## config.mk

```make
export PLATFORM = sky130hd
export DESIGN_NAME = counter_4b_ctrl
export DESIGN_NICKNAME = d
export VERILOG_FILES = /design/src/rtl/counter_4b_ctrl.sv
export SDC_FILE = /design/constraint.sdc
export NUM_CORES = 1
export LEC_CHECK = 0
export ABC_AREA = 0
export CAP_MARGIN = 20
export CORE_MARGIN = 1.5
export CORE_UTILIZATION = 46
export DETAILED_ROUTE_END_ITERATION = 16
export HOLD_SLACK_MARGIN = 0.06
export PLACE_DENSITY = 0.85
export SKIP_CTS_REPAIR_TIMING = 1
export SYNTH_ARGS = -nofsm -noshare
export SYNTH_HDL_FRONTEND = slang
export SYNTH_SLANG_ARGS = --single-unit
```

## constraint.sdc

```tcl
create_clock -name clk -period 2.5 [get_ports clk]
set_input_delay 0.5 -clock clk [delete_from_list [all_inputs] [get_ports clk]]
set_output_delay 0.5 -clock clk [all_outputs]
set_load 0.005 [all_outputs]
```

## src/rtl/counter_4b_ctrl.sv

```systemverilog
// Round-robin sequencer sharing one counter_4b between two requesters.
// Each job is a load cycle followed by LEN count cycles; the final Q is returned with a DONE pulse.
module counter_4b_ctrl #(
    parameter int LEN_W = 4
) (
    input  logic             clk,
    input  logic             RESET,
    input  logic [1:0]       REQ,
    input  logic [1:0]       MODE0,
    input  logic [3:0]       VAL0,
    input  logic [LEN_W-1:0] LEN0,
    input  logic [1:0]       MODE1,
    input  logic [3:0]       VAL1,
    input  logic [LEN_W-1:0] LEN1,
    output logic [1:0]       GNT,
    output logic [1:0]       DONE,
    output logic [3:0]       RESULT,
    output logic             BUSY,
    output logic             CNT_ENABLE,
    output logic [1:0]       CNT_MODO,
    output logic [3:0]       CNT_D,
    input  logic [3:0]       CNT_Q
);

    typedef enum logic [1:0] {IDLE, LOAD, RUN, FIN} state_t;

    localparam logic [LEN_W-1:0] LEN_ONE = LEN_W'(1);

    state_t           state_q, state_d;
    logic [1:0]       job_mode_q, job_mode_d;
    logic [3:0]       job_val_q, job_val_d;
    logic [LEN_W-1:0] job_len_q, job_len_d;
    logic [LEN_W-1:0] cyc_q, cyc_d;
    logic             owner_q, owner_d;
    logic             last_q, last_d;
    logic             win;

    logic [1:0]       gnt_q, gnt_d;
    logic [1:0]       done_q, done_d;
    logic [3:0]       result_q, result_d;
    logic             busy_q, busy_d;
    logic             en_q, en_d;
    logic [1:0]       modo_q, modo_d;
    logic [3:0]       d_q, d_d;

    // A lone request always wins; on contention the side not granted last wins.
    always_comb begin
        win = 1'b0;
        if (REQ == 2'b10)
            win = 1'b1;
        else if (REQ == 2'b11)
            win = ~last_q;
    end

    always_ff @(posedge clk or negedge RESET) begin
        if (!RESET)
            state_q <= IDLE;
        else
            state_q <= state_d;
    end

    always_comb begin
        state_d = state_q;
        case (state_q)
            IDLE: if (REQ != 2'b00) state_d = LOAD;
            LOAD: state_d = (job_len_q != '0 && job_mode_q != 2'b11) ? RUN : FIN;
            RUN:  if (cyc_q == LEN_ONE) state_d = FIN;
            FIN:  state_d = IDLE;
            default: state_d = IDLE;
        endcase
    end

    // Job latch, RUN cycle counter and arbitration pointer
    always_comb begin
        job_mode_d = job_mode_q;
        job_val_d  = job_val_q;
        job_len_d  = job_len_q;
        cyc_d      = cyc_q;
        owner_d    = owner_q;
        last_d     = last_q;
        case (state_q)
            IDLE: begin
                if (REQ != 2'b00) begin
                    job_mode_d = win ? MODE1 : MODE0;
                    job_val_d  = win ? VAL1  : VAL0;
                    job_len_d  = win ? LEN1  : LEN0;
                    owner_d    = win;
                    last_d     = win;
                end
            end
            LOAD:    cyc_d = job_len_q;
            RUN:     cyc_d = cyc_q - LEN_ONE;
            default: ;
        endcase
    end

    // Registered outputs are computed from the state being entered, so the
    // LOAD cycle must take its D value from the job being latched this edge.
    always_comb begin
        gnt_d    = '0;
        done_d   = '0;
        result_d = result_q;
        busy_d   = (state_d != IDLE);
        en_d     = 1'b0;
        modo_d   = 2'b00;
        d_d      = '0;
        if (state_q == IDLE && REQ != 2'b00)
            gnt_d = win ? 2'b10 : 2'b01;
        if (state_q == FIN) begin
            done_d   = owner_q ? 2'b10 : 2'b01;
            result_d = CNT_Q;
        end
        case (state_d)
            LOAD: begin
                en_d   = 1'b1;
                modo_d = 2'b11;
                d_d    = job_val_d;
            end
            RUN: begin
                en_d   = 1'b1;
                modo_d = job_mode_q;
                d_d    = job_val_q;
            end
            default: ;
        endcase
    end

    always_ff @(posedge clk or negedge RESET) begin
        if (!RESET) begin
            job_mode_q <= '0;
            job_val_q  <= '0;
            job_len_q  <= '0;
            cyc_q      <= '0;
            owner_q    <= 1'b0;
            last_q     <= 1'b1;
            gnt_q      <= '0;
            done_q     <= '0;
            result_q   <= '0;
            busy_q     <= 1'b0;
            en_q       <= 1'b0;
            modo_q     <= '0;
            d_q        <= '0;
        end else begin
            job_mode_q <= job_mode_d;
            job_val_q  <= job_val_d;
            job_len_q  <= job_len_d;
            cyc_q      <= cyc_d;
            owner_q    <= owner_d;
            last_q     <= last_d;
            gnt_q      <= gnt_d;
            done_q     <= done_d;
            result_q   <= result_d;
            busy_q     <= busy_d;
            en_q       <= en_d;
            modo_q     <= modo_d;
            d_q        <= d_d;
        end
    end

    assign GNT        = gnt_q;
    assign DONE       = done_q;
    assign RESULT     = result_q;
    assign BUSY       = busy_q;
    assign CNT_ENABLE = en_q;
    assign CNT_MODO   = modo_q;
    assign CNT_D      = d_q;

endmodule

```

# After elaboration in Yosys (flattened, before gate mapping)
# Cells that the tools add are included.
# word_totals
rom_bits,0
latchBits,0
regBits,34
ramBits,0
wordCells,53
mem_count,0
in_bits,28
# op_classes
shifts,0
mul,0
n_eq_ne,9
n_div,0
bitwise_logic,1
muxes,19
magnitude_cmp,0
reduce_logical,9
add_sub_neg,1
# ops
op,n
4-bit 2-to-1 mux,4
4-bit case mux with 2 select lines,2
2-bit 2-to-1 mux,7
2-bit == test (second input constant),5
2-bit case mux with 4 select lines,1
2-bit nonzero test,3
2-bit by 1-bit == test with 1-bit output (second input constant),2
4-bit by 1-bit == test with 1-bit output (second input constant),1
1-bit 2-to-1 mux,4
2-bit case mux with 2 select lines,1
4-bit nonzero test,1
4-bit by 1-bit subtractor with 4-bit output (second input constant),1
1-bit logical AND,2
2-bit zero test,1
2-bit != test (second input constant),1
2-bit AND reduction,1
2-bit OR reduction,1
1-bit inverter,1

# Longest topological paths before layout
# Gate-level depths: netlist of the first run.
# depth
ltp_word,7
depth_mapped,10
depth_no_buf,10

# Worst setup path after synthesis of the first run
# No wires, ideal clock.
# synth_path
kind,register to register
from,reg state_q[0]
to,"reg d_q[1], in the netlist CNT_D[1]"
setup_time_ns,0.128
setup_slack_ns,0.607
period_less_slack_ns,1.893
arrival_ns,1.766
stages_incl_launch_ff,10
cell_sequence,dfrtp_1 -> inv_1 -> ha_1 -> clkbuf_1 -> inv_1 -> ha_1 -> nor2b_1 -> o21a_1 -> nand2_1 -> o21ai_0
# synth_via
elab_chain_cells,4
elab_cells_between_ends,11
classes_between,eq/ne (5); mux (5); reduce/logical (1)
# synth_rtl
item,line,rtl
start: declaration,29,"state_t state_q, state_d;"
start signal: assignment,59,state_q <= state_d;
"2-bit == test, or another cell as far along",64,case (state_q)
2-bit case mux with 4 select lines *,64,
via state_d[1],29,
2-bit == test or 2-bit by 1-bit == test with 1-bit output (tied branches),113,case (state_d)
4-bit case mux with 2 select lines *,113,
via d_d[1],44,"logic [3:0] d_q, d_d;"
end signal: assignment,142,d_q <= '0;
end signal: assignment,156,d_q <= d_d;
end: declaration,44,
# Mark *: on every way through the listed nets, which the timed path passes. The rest lies on a longest branch.
# A chain may end at the register's enable or synchronous reset.

# Worst setup path after layout of the first run
# layout_path
from,reg state_q[0]
to,"reg d_q[2], in the netlist CNT_D[2]"
# layout_via
elab_chain_cells,4
elab_cells_between_ends,11
classes_between,eq/ne (5); mux (5); reduce/logical (1)
# layout_rtl
item,line
"2-bit == test, or another cell as far along",64
2-bit case mux with 4 select lines *,64
via state_d[0],29
2-bit == test or 2-bit by 1-bit == test with 1-bit output (tied branches),113
4-bit case mux with 2 select lines *,113
via d_d[2],44
# Marks and branches as above.

==> results of run 1 <==
## cells by family (layout without fill, tap and decap cells)
group	after synthesis	after routing	synth area share
mux	4	4	0.0274
buf+inv	21	72	0.0555
flops	34	34	0.518
compound gates	48	48	0.195
fa+ha+maj	10	10	0.0760
simple gates	39	39	0.128
## registers in the layout, indices dropped and copies added (netlist names), 4 cells and up
signal     cells
CNT_D          4
job_val_q      4
cyc_q          4
job_len_q      4
RESULT         4
## synthesized netlist by cell type, drive strengths merged, types with 2 or more instances
cell,n,share of area
a222oi,6,0.037
mux2,4,0.027
buf,3,0.014
nand2b,5,0.019
ha,10,0.076
dfrtp,33,0.50
nor3,2,0.0061
o211ai,2,0.0091
nand3,9,0.027
inv,17,0.039
a21oi,15,0.052
a21o,2,0.0091
nor2b,3,0.011
o21ai,15,0.048
nand2,14,0.033
o22ai,2,0.0076
nor2,3,0.017
and2,2,0.0091
## area by class of cell
| class | instances | area [sq um] | area share |
|---|---|---|---|
| Tap cell | 46 | 57.6 | 0.0260 |
| Sequential cell | 34 | 852 | 0.385 |
| Inverter | 17 | 63.8 | 0.0289 |
| Multi-Input combinational cell | 101 | 702 | 0.317 |
| Clock inverter | 1 | 30.0 | 0.0136 |
| Timing Repair Buffer | 47 | 460 | 0.208 |
| Clock buffer | 7 | 45.0 | 0.0204 |
## layer usage
layer	wire [microns]	vias up	GRT usage
met1	1470	648	0.236
met5	0	-	0
met2	1730	34	0.321
li1	-	649	-
met4	110	0	0.133
met3	158	9	0.0414
## worst paths after layout
path / endpoint / slack (ps) / depth (start not counted)
setup / recovery: CNT_D[2] / 370 / 9
hold / removal: DONE[0] / 450 / 1
setup reg to reg: CNT_D[2] / 370 / 9
hold reg to reg: DONE[0] / 450 / 1
max in group asynchronous: last_q / 1620 / 2
min in group asynchronous: job_val_q[3] / 550 / 2
## power breakdown
group	switching (mW)	internal [mW]	total, mW
Sequential	0.176	0.812	0.988
Clock	0.178	0.212	0.390
Combinational	0.721	0.650	1.37
## critical path, stage by stage, from the launching register on
cell and delay [ps]:
dfrtp_1 440, inv_1 130, ha_1 320, o21ai_0 190
a22oi_1 230, ha_1 260, nor2b_1 150, o21a_1 180
nand2_1 80, o21ai_1 80
## cell usage in the layout (no fill, tap or decap)
cell / synthesis / routed
a22oi_1: 1 / 1
a31oi_1: 1 / 1
a21oi_4: 1 / 1
nand2_2: 1 / 1
nor2b_1: 3 / 3
o21a_1: 1 / 1
and2_4: 1 / 1
a22o_1: 1 / 1
clkbuf_4: 0 / 5
clkbuf_1: 1 / 2
nor3_1: 2 / 2
inv_1: 17 / 17
nand2_1: 13 / 13
and2_1: 1 / 1
o41ai_1: 1 / 1
o22ai_1: 2 / 2
nand3_1: 9 / 9
o21ai_0: 12 / 12
buf_4: 1 / 4
clkdlybuf4s50_1: 0 / 43
a222oi_1: 6 / 6
a311oi_2: 1 / 1
ha_1: 10 / 10
dfstp_2: 1 / 1
bufinv_16: 0 / 1
nor2_8: 1 / 1
o211ai_1: 2 / 2
nor2_1: 2 / 2
o21ai_2: 1 / 1
dfrtp_1: 33 / 33
a21oi_1: 14 / 14
mux2_2: 4 / 4
a21o_1: 2 / 2
nand2b_1: 5 / 5
nor3b_1: 1 / 1
o21ai_1: 2 / 2
==> insert_results.sql, run 1 <==
INSERT INTO impl_metrics (metric_group, metric, value, unit) VALUES
('synth', 'synth-warning-count', '0', ''),
('worst_setup_path', 'critPathLaunchType', 'flip-flop', ''),
('worst_setup_path', 'startpoint', 'state_q[0]', ''),
('placement', 'dpl_worst_slack', '241', 'ps'),
('floorplanning', 'ios', '44', ''),
('detailed_routing', 'first_pass_iters', '4', ''),
('floorplanning', 'starting_density_of_the_core', '0.485', ''),
('layout', 'synthToLayoutAreaGrowth', '34.4', '%'),
('grt', 'number_of_global_route_vias_before_repair', '1323', ''),
('sta', 'fin_worst_hold_slack', '451', 'ps'),
('hold_path', 'hp-start', 'owner_q', ''),
('detailed_routing', 'dr_total_vias', '1340', ''),
('detailed_routing', 'total_routed_wirelength', '3470', 'microns'),
('detailed_routing', 'detail_route.iter0.violations', '76', ''),
('floorplanning', 'floorplan.rows', '21', ''),
('clocking', 'cts_tree', 'yes', ''),
('worst_setup_path', 'cp_data_arrival_time', '2410', 'ps'),
('floorplanning', 'core_area', '3390', 'sq um'),
('synth', 'synth_ff_type', 'dfrtp_1', ''),
('worst_setup_path', 'worst-path-max-fanout', '8', ''),
('layout', 'antenna_cells', '0', ''),
('sta', 'grt_setup_unrepaired', 'false', ''),
('clocking', 'clockBufferDepth', '2', ''),
('hold_path', 'min-delay-path-class', 'flip-flop to flip-flop', ''),
('sta', 'worst_slew_margin_rel', '0.684', ''),
('placement', 'i_o_buffers', '43', ''),
('sta', 'timing.final.ws_setup', '365', 'ps'),
('synth', 'postSynthAreaPerCell', '10.5', 'sq um'),
('layout', 'finalInstanceArea', '2210', 'sq um'),
('run', 'max_cap_violations', '0', ''),
('sta', 'timing.setup.tns', '0', 'ps'),
('synth', 'syn_nets', '194', ''),
('worst_setup_path', 'reg2reg_from', 'state_q[0]', ''),
('layout', 'final_net_count', '244', ''),
('grt', 'grt_usage', '0.198', ''),
('synth', 'synth-async-reset-ratio', '1.00', ''),
('layout', 'post-route-util', '0.652', ''),
('floorplanning', 'die_y', '62.8', 'microns'),
('synth', 'synth-edff-count', '0', ''),
('detailed_routing', 'avgViaCountPerCell', '5.30', ''),
('grt', 'globalRoute.totalOverflow', '0', ''),
('pwr', 'ir_worst_vdd', '0.570', 'mV'),
('sta', 'max_slew.worst_pin.slew', '473', 'ps'),
('placement', 'dpl.cell_count', '245', ''),
('sta', 'fmax', '468', 'MHz'),
('layout', 'final.fill_count', '263', ''),
('pwr', 'static-leakage-power', '0.999', 'nW'),
('sta', 'final-setup-viol-count', '0', ''),
('synth', 'yosys_reg_bits', '34', ''),
('synth', 'synth_sequential_area_ratio', '0.518', ''),
('clocking', 'cts_num_sinks', '34', ''),
('sta', 'final_min_period_over_clock_period', '0.854', ''),
('pwr', 'total_power', '2.75', 'mW'),
('grt', 'grt_start_max_net_pins', '35', ''),
('placement', 'gp_routability_congestion', '0.767', ''),
('clocking', 'clock_slew_at_the_register_clock_pins_of_the_worst_setup_and_hold_paths', '100', 'ps'),
('floorplanning', 'floorplan.die_area', '3940', 'sq um'),
('grt', 'grt_first_pass_wirelength', '5950', 'microns'),
('clocking', 'cts-htree-levels', '2', ''),
('sta', 'slew_viol_final', '0', ''),
('clocking', 'clockRootBuffer', 'clkbuf_4', ''),
('sta', 'finClkSkew', '4.24', 'ps'),
('worst_setup_path', 'path_class', 'flip-flop to flip-flop', ''),
('synth', 'synth_area', '1650', 'sq um'),
('sta', 'timing_hold_violations_final', '0', ''),
('outcome', 'run_status', 'completed', ''),
('detailed_routing', 'drc_errors', '0', ''),
('synth', 'netlist_instances', '156', ''),
('layout', 'proportion_of_layout_cells_with_a_drive_suffix_above_1', '0.101', ''),
('sta', 'finalWorstPathRequiredPeriod', '2130', 'ps'),
('detailed_routing', 'post_route_ant_nets', '0', ''),
('floorplanning', 'die_w', '62.8', 'microns'),
('synth', 'post_synth_num_cell_types', '35', ''),
('layout', 'fin_cells', '253', ''),
('clocking', 'numCtsBuffers', '5', ''),
('worst_setup_path', 'timing.critical_path.required', '2770', 'ps'),
('pwr', 'power_per_cell_area', '1240', 'nW/um^2'),
('clocking', 'worstSkewPairLatency', '340', 'ps'),
('placement', 'dp_hpwl', '2530', 'microns'),
('worst_setup_path', 'worstSetupEndpointType', 'flip-flop', ''),
('grt', 'initial_antenna_violation_count', '0', ''),
('detailed_routing', 'routed_wire_length_per_instance', '13.7', 'microns'),
('placement', 'place_area', '2140', 'sq um');
Note: power is estimated with default switching activity, not from simulation.
==> run 2: changes to the inputs <==
- CTS_CLUSTER_DIAMETER: default -> 150
==> results of run 2 <==
The final DEF is identical to that of run 1; final timing and power are the same.
==> run 3: changes to the inputs <==
- CTS_CLUSTER_SIZE: default -> 8
- SLEW_MARGIN: default -> 10
- TNS_END_PERCENT: default -> 50
==> results of run 3 <==
The final DEF is identical to that of run 1; final timing and power are the same.
